**src/rtl/m_rv_pkg.sv**
```systemverilog
// Shared definitions for the RV32M divide/remainder unit.
//   - operation encodings as presented on w_op
//   - FSM state encodings (also visible on the unit's debug state output)
//   - XLEN constant and small operand helpers used at accept time
package m_rv_pkg;

  localparam int XLEN = 32;

  typedef enum logic [1:0] {
    OP_DIV  = 2'b00,
    OP_DIVU = 2'b01,
    OP_REM  = 2'b10,
    OP_REMU = 2'b11
  } div_op_e;

  typedef enum logic [1:0] {
    ST_IDLE = 2'b00,
    ST_CALC = 2'b01,
    ST_DONE = 2'b10
  } div_state_e;

  // DIV and REM interpret operands as two's complement.
  function automatic logic op_is_signed(input logic [1:0] op);
    return (op == OP_DIV) || (op == OP_REM);
  endfunction

  // REM and REMU return the remainder instead of the quotient.
  function automatic logic op_is_rem(input logic [1:0] op);
    return (op == OP_REM) || (op == OP_REMU);
  endfunction

  // Magnitude of a value whose sign has already been decided.
  // 0x80000000 maps to itself, which is the correct unsigned magnitude.
  function automatic logic [XLEN-1:0] abs_val(input logic [XLEN-1:0] v,
                                              input logic            neg);
    return neg ? (~v + 1'b1) : v;
  endfunction

endpackage

```
**src/rtl/m_div_step.sv**
```systemverilog
// One radix-2 restoring division step (purely combinational).
// Ports:
//   w_rem       partial remainder from the previous step (low XLEN-1 bits;
//               between steps it is always below 2**(XLEN-1))
//   w_dvd_msb   next dividend bit shifted into the remainder
//   w_dvs       divisor magnitude
//   w_rem_next  remainder after the trial subtraction (restored on borrow)
//   w_q_bit     quotient bit produced by this step
module m_div_step #(
  parameter int XLEN = 32
) (
  input  logic [XLEN-2:0] w_rem,
  input  logic            w_dvd_msb,
  input  logic [XLEN-1:0] w_dvs,
  output logic [XLEN-1:0] w_rem_next,
  output logic            w_q_bit
);

  logic [XLEN-1:0] trial;
  logic [XLEN:0]   diff;

  assign trial = {w_rem, w_dvd_msb};
  // Extra top bit is the borrow: set means trial < divisor, so restore.
  assign diff       = {1'b0, trial} - {1'b0, w_dvs};
  assign w_q_bit    = ~diff[XLEN];
  assign w_rem_next = w_q_bit ? diff[XLEN-1:0] : trial;

endmodule

```
**src/rtl/m_div_unit.sv**
```systemverilog
// Iterative RV32M divide/remainder unit (DIV, DIVU, REM, REMU).
// Takes rs1/rs2/rd from the register-file read stage and presents a
// write-back request that drives the RF write port directly.
// Ports:
//   w_clk, w_rst          clock, synchronous active-high reset
//   w_in_valid/w_in_ready request handshake (ready only in IDLE)
//   w_op, w_rs1, w_rs2    operation, dividend, divisor
//   w_rd                  destination register index
//   w_busy                high while an operation is in flight (CALC/DONE)
//   w_out_valid/w_out_ack result handshake toward write-back arbitration
//   w_wa, w_wd, w_we      RF write address, data, enable
//   w_dbg_state           current FSM state (div_state_e encoding)
//
// Handshakes: a request is taken on the rising edge where
// w_in_valid & w_in_ready; inputs are ignored at any other time. A result
// is retired on the rising edge where w_out_valid & w_out_ack; w_wa/w_wd
// stay stable until then, and w_out_ack without w_out_valid is ignored.
// w_we is the same-cycle qualification of that retire edge, suppressed
// for rd = x0.
module m_div_unit #(
  parameter int XLEN  = 32,
  parameter int CNT_W = 6
) (
  input  logic            w_clk,
  input  logic            w_rst,
  input  logic            w_in_valid,
  output logic            w_in_ready,
  input  logic [1:0]      w_op,
  input  logic [XLEN-1:0] w_rs1,
  input  logic [XLEN-1:0] w_rs2,
  input  logic [4:0]      w_rd,
  output logic            w_busy,
  output logic            w_out_valid,
  input  logic            w_out_ack,
  output logic [4:0]      w_wa,
  output logic [XLEN-1:0] w_wd,
  output logic            w_we,
  output logic [1:0]      w_dbg_state
);

  import m_rv_pkg::*;

  localparam logic [CNT_W-1:0] LAST_STEP = CNT_W'(XLEN - 1);
  localparam logic [XLEN-1:0]  INT_MIN   = {1'b1, {(XLEN-1){1'b0}}};

  div_state_e      state;
  logic [CNT_W-1:0] cnt;
  logic [XLEN-1:0] dvd_q;   // dividend magnitude, shifted left each step
  logic [XLEN-1:0] dvs_q;   // divisor magnitude
  // Partial remainder between steps never reaches 2**(XLEN-1), so only
  // XLEN-1 bits are kept; the last step's full remainder goes straight
  // into the result.
  logic [XLEN-2:0] rem_q;
  logic [XLEN-2:0] quo_q;   // quotient bits of all steps except the last
  logic            neg_q;   // negate the selected result at the end
  logic            rem_op_q;
  logic [4:0]      wa_q;
  logic [XLEN-1:0] wd_q;

  // Accept-time decode.
  logic            in_signed;
  logic            s1, s2;
  logic            div_zero, overflow;
  logic [XLEN-1:0] special_res;

  assign in_signed = op_is_signed(w_op);
  assign s1        = in_signed & w_rs1[XLEN-1];
  assign s2        = in_signed & w_rs2[XLEN-1];
  assign div_zero  = (w_rs2 == '0);
  assign overflow  = in_signed & (w_rs1 == INT_MIN) & (&w_rs2);

  // Results the RISC-V ISA defines without dividing.
  always_comb begin
    special_res = '0;
    if (op_is_rem(w_op)) begin
      special_res = div_zero ? w_rs1 : '0;
    end else begin
      special_res = div_zero ? '1 : INT_MIN;
    end
  end

  // Datapath step.
  logic [XLEN-1:0] rem_next;
  logic            q_bit;

  m_div_step #(.XLEN(XLEN)) u_step (
    .w_rem      (rem_q),
    .w_dvd_msb  (dvd_q[XLEN-1]),
    .w_dvs      (dvs_q),
    .w_rem_next (rem_next),
    .w_q_bit    (q_bit)
  );

  // Final result as seen on the last CALC edge, with sign fix-up.
  logic [XLEN-1:0] quo_fin;
  logic [XLEN-1:0] mag_fin;
  logic [XLEN-1:0] res_fin;

  assign quo_fin = {quo_q, q_bit};
  assign mag_fin = rem_op_q ? rem_next : quo_fin;
  assign res_fin = neg_q ? (~mag_fin + 1'b1) : mag_fin;

  always_ff @(posedge w_clk) begin
    if (w_rst) begin
      state    <= ST_IDLE;
      cnt      <= '0;
      dvd_q    <= '0;
      dvs_q    <= '0;
      rem_q    <= '0;
      quo_q    <= '0;
      neg_q    <= 1'b0;
      rem_op_q <= 1'b0;
      wa_q     <= '0;
      wd_q     <= '0;
    end else begin
      case (state)
        ST_IDLE: begin
          if (w_in_valid) begin
            wa_q     <= w_rd;
            rem_op_q <= op_is_rem(w_op);
            // Quotient sign is the xor of operand signs; the remainder
            // follows the dividend.
            neg_q    <= op_is_rem(w_op) ? s1 : (s1 ^ s2);
            dvd_q    <= abs_val(w_rs1, s1);
            dvs_q    <= abs_val(w_rs2, s2);
            rem_q    <= '0;
            quo_q    <= '0;
            cnt      <= '0;
            if (div_zero || overflow) begin
              wd_q  <= special_res;
              state <= ST_DONE;
            end else begin
              state <= ST_CALC;
            end
          end
        end
        ST_CALC: begin
          rem_q <= rem_next[XLEN-2:0];
          dvd_q <= {dvd_q[XLEN-2:0], 1'b0};
          quo_q <= {quo_q[XLEN-3:0], q_bit};
          cnt   <= cnt + 1'b1;
          if (cnt == LAST_STEP) begin
            wd_q  <= res_fin;
            state <= ST_DONE;
          end
        end
        ST_DONE: begin
          if (w_out_ack) begin
            state <= ST_IDLE;
          end
        end
        default: state <= ST_IDLE;
      endcase
    end
  end

  assign w_in_ready  = (state == ST_IDLE);
  assign w_busy      = (state != ST_IDLE);
  assign w_out_valid = (state == ST_DONE);
  assign w_wa        = wa_q;
  assign w_wd        = wd_q;
  assign w_we        = w_out_valid & w_out_ack & (wa_q != 5'd0);
  assign w_dbg_state = state;

endmodule

```
**config.mk**
```make
export PLATFORM = sky130hd
export DESIGN_NAME = m_div_unit
export DESIGN_NICKNAME = d
export VERILOG_FILES = /design/src/rtl/m_rv_pkg.sv /design/src/rtl/m_div_step.sv /design/src/rtl/m_div_unit.sv
export SDC_FILE = /design/constraint.sdc
export NUM_CORES = 1
export LEC_CHECK = 0
export ABC_CLOCK_PERIOD_IN_PS = 4500
export CORE_UTILIZATION = 50
export DETAILED_ROUTE_END_ITERATION = 8
export DONT_BUFFER_PORTS = 1
export PLACE_DENSITY = 0.68
export SYNTH_ARGS = -nofsm -noshare
export SYNTH_HDL_FRONTEND = slang
export SYNTH_SLANG_ARGS = --single-unit
export TNS_END_PERCENT = 10
```
**constraint.sdc**
```tcl
create_clock -name w_clk -period 4.5 [get_ports w_clk]
set_input_delay 1.35 -clock w_clk [delete_from_list [all_inputs] [get_ports w_clk]]
set_output_delay 1.35 -clock w_clk [all_outputs]
set_load 0.01 [all_outputs]
```
After elaboration in Yosys (flattened, before gate mapping)
Index checks and enable logic that the tools add are counted.
W data, S select, Z words.
Storage, ports and cells
  bits in registers: 173
  bits of input ports: 75
  output and inout bits: 43
  logic and storage cells: 75
Operators by class
  add/subtract/negate cells: 5
  eq/ne operators: 10
  multiplexer cells: 25
  bitwise logic cells: 11
  reduce and logical (&&, ||, !) cells: 14
Operator list (count)
  $mux W32: 11
  $pmux W32 S2: 2
  $pmux W31 S2: 2
  $add A32 B1 Y32 const B: 3
  $not A32 Y32: 3
  $mux W31: 2
  $sub A32 B32 Y33: 1
  $eq A32 B32 Y1 const B: 1
  $logic_not A32 Y1: 1
  $reduce_and A32 Y1: 1
  $pmux W6 S2: 1
  $mux W2: 4
  $add A6 B1 Y6 const B: 1
  $and A1 B1 Y1: 6
  $eq A2 B2 Y1 const B: 3
  $eq A6 B5 Y1 const B: 1
  $mux W6: 1
  $pmux W2 S3: 1
  $reduce_bool A5 Y1: 1
  $logic_not A2 Y1: 2
  $ne A2 B1 Y1 const B: 2
  $ne A2 B2 Y1 const B: 2
  $reduce_and A2 Y1: 2
  $reduce_and A4 Y1: 1
  other kinds (7): 10

Logic depth before layout (Yosys ltp)
  depth after elaboration: 8
  mapped depth: 21
  depth with buffers taken out: 18

Hierarchy
Synthesis repeated with hierarchy kept, for this count alone.
Second synthesis, totals
  cells, all modules: 1551
  area total of the unflattened synthesis: 11840.1 um2
Modules (own cells, without submodules)
  m_div_unit: times used 1, cells an instance 1222, area each 9464.1 um2, seq. area each 3463.3 um2
  m_div_step: times used 1, cells an instance 329, area each 2376.0 um2, seq. area each 0.0 um2

Worst setup path after synthesis
OpenSTA, ideal clock, no wires.
  path type: reg2reg
  from: register dvd_q[31]
  to: register wd_q[30], in the netlist w_wd[30]
  setup time: 0.091 ns
  arrival: 4.446 ns
  data required time: 4.409 ns
  slack: -0.037 ns
  cell stages (with the launch flop): 21
  buffers on the path: 2
  clock period less this slack: 4.537 ns
  cell sequence: dfxtp_1 inv_1 ha_1 fa_1 nand2b_1 a21oi_1 o21a_4 o2111ai_4 nand2_4 buf_6 clkbuf_1 a21oi_1 mux2_2 inv_1 ha_1 o31ai_1 a211o_1 nor3_1 nand4_2 or4_1 a311oi_1
Between the ends
  word-level cells in the longest chain between the ends: 8
  elaborated cells on any way between the ends: 9
  classes of those cells: add/sub (2); mux (5); bitwise (2)
RTL lines
  from (decl): line m_div_unit.sv:48  | logic [XLEN-1:0] dvd_q;
  from (signal assigned): line m_div_unit.sv:124  | dvd_q <= abs_val(w_rs1, s1);
  from (signal assigned): line m_div_unit.sv:139  | dvd_q <= {dvd_q[XLEN-2:0], 1'b0};
  $sub A32 B32 Y33: line m_div_step.sv:24  | assign diff = {1'b0, trial} - {1'b0, w_dvs};
  $mux W32 or $not A1 Y1 (tied branches): line m_div_step.sv:26, m_div_step.sv:25
  $mux W32 (*): line m_div_unit.sv:100  | assign mag_fin = rem_op_q ? rem_next : quo_fin;
  $not A32 Y32: line m_div_unit.sv:101  | assign res_fin = neg_q ? (~mag_fin + 1'b1) : mag_fin;
  $add A32 B1 Y32: line m_div_unit.sv:101
  $mux W32 (*): line m_div_unit.sv:101
  $mux W32 (*): line m_div_unit.sv:142  | if (cnt == LAST_STEP) begin
  $pmux W32 S2 (*): line m_div_unit.sv:116  | case (state)
  to (signal assigned): line m_div_unit.sv:130  | wd_q <= special_res;
  to (signal assigned): line m_div_unit.sv:143  | wd_q <= res_fin;
  to (decl): line m_div_unit.sv:58  | logic [XLEN-1:0] wd_q;
Every way passes the cells marked *; elsewhere a longest branch is shown, timed or not. The select of a mux whose other input is x is not followed.
A chain may end at the register's enable or synchronous reset.

Worst setup path after layout
  from: register dvs_q[5]
  to: register wd_q[24], in the netlist w_wd[24]
Between the ends
  word-level cells in the longest chain between the ends: 8
  elaborated cells on any way between the ends: 9
  classes of those cells: add/sub (2); mux (5); bitwise (2)
RTL lines
  from (decl): line m_div_unit.sv:49  | logic [XLEN-1:0] dvs_q;
  from (signal assigned): line m_div_unit.sv:125  | dvs_q <= abs_val(w_rs2, s2);
  $sub A32 B32 Y33 (*): line m_div_step.sv:24
  $mux W32 or $not A1 Y1 (tied branches): line m_div_step.sv:26, m_div_step.sv:25
  $mux W32 (*): line m_div_unit.sv:100
  $not A32 Y32: line m_div_unit.sv:101
  $add A32 B1 Y32: line m_div_unit.sv:101
  $mux W32 (*): line m_div_unit.sv:101
  $mux W32 (*): line m_div_unit.sv:142
  $pmux W32 S2 (*): line m_div_unit.sv:116
Marked as above.

==> impl_summary.md <==
Timing
The final period utilization is 96.5%. The slew at the pin with the worst max-slew slack is 0.766 ns. Between clock sinks in the finished design, the worst skew comes to about 0.013 ns. The tightest hold path in the finished design has a slack of 0.452 ns. The max-slew violation count is 0. The number of setup violations in the final report is 0. Headroom to the max-slew limit came out at 49.0%.

The clock period could shrink to between 4 and 5 ns. Timing would allow up to 230 MHz. The final worst setup slack is 0.158 ns. The final number of hold-violating endpoints is 0.

Synth
The Yosys step of the flow raised 0 warnings. In this run the mean area of a mapped cell was 7.30 µm². The net count after synthesis is 1791.

The cell taking the most area after synthesis is sky130_fd_sc_hd__dfxtp_1. After synthesis, the share of flip-flops with an asynchronous set or reset is 0%. The area share of the largest cell type after synthesis is 28.3%. Counting flops with a built-in enable in the synthesized netlist gives 0. Ranked by total cell area, the synthesized netlist is headed by sky130_fd_sc_hd__dfxtp_1 (28%), sky130_fd_sc_hd__a21oi_1 (7.1%), sky130_fd_sc_hd__nand2_1 (6.2%). For this run, the register share of the synthesized area comes to between 20% and 30%.

The distinct cell type count after synthesis is 88. The area of the mapped netlist is 12200 µm². The most used flip-flop cell after synthesis is sky130_fd_sc_hd__dfxtp_1. Synthesis inferred about 170 register bits. The cell count after synthesis came out at about 1700.

Setup path
The worst reg2reg path endpoint is w_wd[24]. The length in cells of the worst reg-to-reg path is 17. The critical path launch point type is a flip-flop. The critical path contains buffers and inverters numbering 2 combined. Setup slack on the worst reg-to-reg path comes out at 0.16 ns. The family with the most delay on the worst path is compound AO/OA/AOI/OAI gates.

The highest net fanout along the worst path is 5. The critical path data required time is around 4.9 ns. The worst setup path is captured at a flip-flop. The master of the slowest instance on the critical path is sky130_fd_sc_hd__nor4_4. Traced cell by cell, the critical path runs through inv_1 > ha_1 > a21o_1 > or3_4 > o21a_4 > o2111a_2 > nor3_2 > a21oi_2 > mux2_4 > inv_1 > ha_1 > o31ai_1 > a211o_1 > nor4_4 > nand2_1 > or4_4 > a311oi_2. The start point of the critical path is dvs_q[5]. The largest stage delay on the critical path is 0.46 ns.

The critical path class is flip-flop to flip-flop. The reg-to-reg critical path startpoint is dvs_q[5]. The number of cells on the critical path is 17.

The capturing element of the worst setup path is w_wd[24]. For the worst setup path, the data arrival time is 4.70 ns.

Clock network
For this design, the sink count on the clock tree is 173. After clock tree synthesis, the clock-pin slew on the worst setup and hold paths is around 0.070 ns. Buffers inserted to repair hold after CTS numbered 0.

TritonCTS created 17 clock buffers. The clock tree from TritonCTS is done. CTS placed an instance of sky130_fd_sc_hd__clkbuf_16 at the clock tree root. The H-tree was split into 4 levels. The clock latency on the worst-skew pair is approximately 0.45 ns.

The longest clock path from root to sink contains 2 buffers.

Power and ir drop
For this design the total switching power over the nets is 2.77 mW. VDD sags by at most 0.000444 V. The part of the total power dissipated in sequential elements is between 20% and 30%.

The power density over the cells is ~480 nW/µm². Summed over all cells, the static leakage comes to 4.89 nW. The internal power of the cells is 3.62 mW. Per report_power, the combinational group accounts for 46.2% of the total. Of the total power, the share spent switching nets is 43.3%. The clock network burns 24.6% of the power.

Cells and area
The area used by multi-input combinational logic is about 8200 µm². The net count of the finished layout is 1761. Leaving out fill and tap cells, the most frequent cells in the layout are sky130_fd_sc_hd__nand2_1 (201), sky130_fd_sc_hd__nor2_1 (178), sky130_fd_sc_hd__a21oi_1 (171), sky130_fd_sc_hd__dfxtp_1 (171), sky130_fd_sc_hd__o21ai_0 (92). The number of antenna diodes in the final layout is 0. Compared with the post-synthesis result, the final layout area differs by 9.46%. The layout filler cell count is 2256. The post-route netlist has 9.09% of its cells at a drive strength greater than 1.

Leaving out fill and tap cells, the most frequent cell in the layout is sky130_fd_sc_hd__nand2_1. In the final layout, flip-flops and latches occupy 3470 µm².

Die
The starting density of the core is 51.6%. The area of the core is between 20000 and 25000 µm². Pin placement for this block handled 118 I/O pins.

The floorplan step set the die width to 158 µm. The row count is 56. The floorplan step set the die height to approximately 160 µm. The floorplan step defined a die boundary enclosing 25100 µm².

Detailed routing
In the routed layout, each cell is associated on average with a via count of between 6 and 7. The first-pass iteration count of the detailed router is 6. The total DRC errors in the routed layout is 0. The final routed wire length divided by cell count is 20.5 µm.

The number of routed nets with antenna violations is 0. The total length of routed wires is 40500 µm. The first-iteration detailed-routing DRC count is 1198. The via count is between 10000 and 15000.

GRT
The first global-routing pass estimated 62600 µm of wire. The pin count of the biggest net entering global routing is roughly 180. The leftover overflow at the end of global routing is 0. Global routing used 32.3% of the available tracks across all layers. The initial antenna violation count is 0. The via count of the first global-routing pass is 11600.

Placed design
The count of buffers from port buffering is 0. The placement-stage worst setup slack is around 0.089 ns. The global placement routability congestion is approximately 1.

The HPWL after detailed placement is 29600 µm.

Worst hold path
The worst hold path belongs to the class flip-flop to flip-flop.

Run status
The flow ran to the end, and the final reports show no timing, DRC or antenna violations.

Flow run
The number of max-capacitance violations reported is 0.
[final cells by class]
| type | count | area share [%] |
|---|---|---|
| multi-input combinational | 1329 | 60.9 |
| tap | 319 | 2.98 |
| sequential | 173 | 25.9 |
| inverter | 61 | 1.71 |
| timing repair buffer | 66 | 3.98 |
| clock inverter | 14 | 1.29 |
| clock buffer | 18 | 3.28 |
[sequential cells by signal (all words and copies together), names as in the netlist]
name and cells:
dvd_q 32, dvs_q 32, w_wd 32, quo_q 31, rem_q 31, cnt 6, w_wa 5, w_dbg_state 2
neg_q 1, rem_op_q 1
[worst min-delay path by stage]
stage / depth (start not counted) / start / slack [ns] / end
after floorplan: 2 / dvd_q[1] / 0.43 / dvd_q[2]
after global placement: 2 / dvs_q[22] / 0.44 / dvs_q[22]
after detailed placement: 2 / dvs_q[18] / 0.44 / dvs_q[18]
after CTS: 2 / dvd_q[1] / 0.45 / dvd_q[2]
after global routing: 2 / dvd_q[1] / 0.48 / dvd_q[2]
final: 2 / dvs_q[18] / 0.45 / dvs_q[18]
[Yosys cell counts, types with 10 or more instances]
master                     instances
sky130_fd_sc_hd__a211oi_1         45
sky130_fd_sc_hd__a21o_1           15
sky130_fd_sc_hd__a21oi_1         173
sky130_fd_sc_hd__a22oi_1          44
sky130_fd_sc_hd__a311oi_1         17
sky130_fd_sc_hd__a31oi_1          23
sky130_fd_sc_hd__and3_1           10
sky130_fd_sc_hd__buf_1            15
sky130_fd_sc_hd__buf_2            16
sky130_fd_sc_hd__clkbuf_1         80
sky130_fd_sc_hd__dfxtp_1         173
sky130_fd_sc_hd__ha_1             37
sky130_fd_sc_hd__inv_1            61
sky130_fd_sc_hd__nand2_1         201
sky130_fd_sc_hd__nand2b_1         13
sky130_fd_sc_hd__nand3_1          66
sky130_fd_sc_hd__nand4_1          23
sky130_fd_sc_hd__nor2_1          179
sky130_fd_sc_hd__nor2b_1          14
sky130_fd_sc_hd__nor3_1           50
sky130_fd_sc_hd__nor4_1           22
sky130_fd_sc_hd__o211ai_1         15
sky130_fd_sc_hd__o21a_1           12
sky130_fd_sc_hd__o21ai_0          93
sky130_fd_sc_hd__o21ai_1          10
sky130_fd_sc_hd__o31ai_1          24
sky130_fd_sc_hd__or3_1            15
sky130_fd_sc_hd__or4_1            10
sky130_fd_sc_hd__xnor2_1          55
sky130_fd_sc_hd__xor2_1           31
[power groups by stage]
| stage | combinational (mW) | clock (mW) | sequential, mW |
|---|---|---|---|
| after floorplan | 2.05 | 0 | 1.84 |
| after global placement | 2.77 | 0 | 1.89 |
| after detailed placement | 2.78 | 0 | 1.90 |
| after CTS | 2.80 | 1.58 | 1.86 |
| after global routing | 3.20 | 1.64 | 1.88 |
| final | 2.95 | 1.57 | 1.87 |
[cells by family (layout without fill, tap and decap cells)]
group | Yosys count | count (layout) | synth area share, %
compound gates | 558 | 558 | 30.2
xor+xnor | 86 | 86 | 6.15
fa+ha+maj | 38 | 38 | 3.94
buf+inv | 176 | 159 | 5.77
flops | 173 | 173 | 28.3
mux | 14 | 14 | 1.23
simple gates | 633 | 633 | 24.4
[tightest hold or removal path: stages, from the launching register on]
cell and delay [ns]:
sky130_fd_sc_hd__dfxtp_1 0.31, sky130_fd_sc_hd__nand2_1 0.05, sky130_fd_sc_hd__a21oi_1 0.05
[layer usage]
layer  share of wire [%]  GRT usage (%)  vias to the layer above  routed length [µm]
met3                 8.2           6.21                       69                3310
met4                 2.4           10.8                        0                 978
met2                  45           50.7                      560               18400
met1                  44           44.2                     5992               17900
met5                   0              0                        -                   0
li1                    -              -                     6080                   -
[repair_timing]
item                                    4_1_cts  5_1_grt
endpoints found under the setup margin        0        5
gates resized for setup                       0       13
hold endpoints to repair                      0        0
setup buffers                                 0        5
[per-stage QoR]
stage | util (%) | TNS (ns) | power (mW) | instances | cell area, µm²
2_1_floorplan | - | 0 | 3.89 | 1678 | 12200
4_1_cts | 56.0 | 0 | 6.25 | 1975 | 13300
5_1_grt | 56.4 | -0.00922 | 6.73 | 1980 | 13400
3_3_place_gp | 53.4 | 0 | 4.66 | 1943 | 12700
6_report | 56.4 | 0 | 6.39 | 1980 | 13400
3_5_place_dp | 53.4 | 0 | 4.68 | 1943 | 12700
Note: power is estimated with default switching activity, not from simulation.
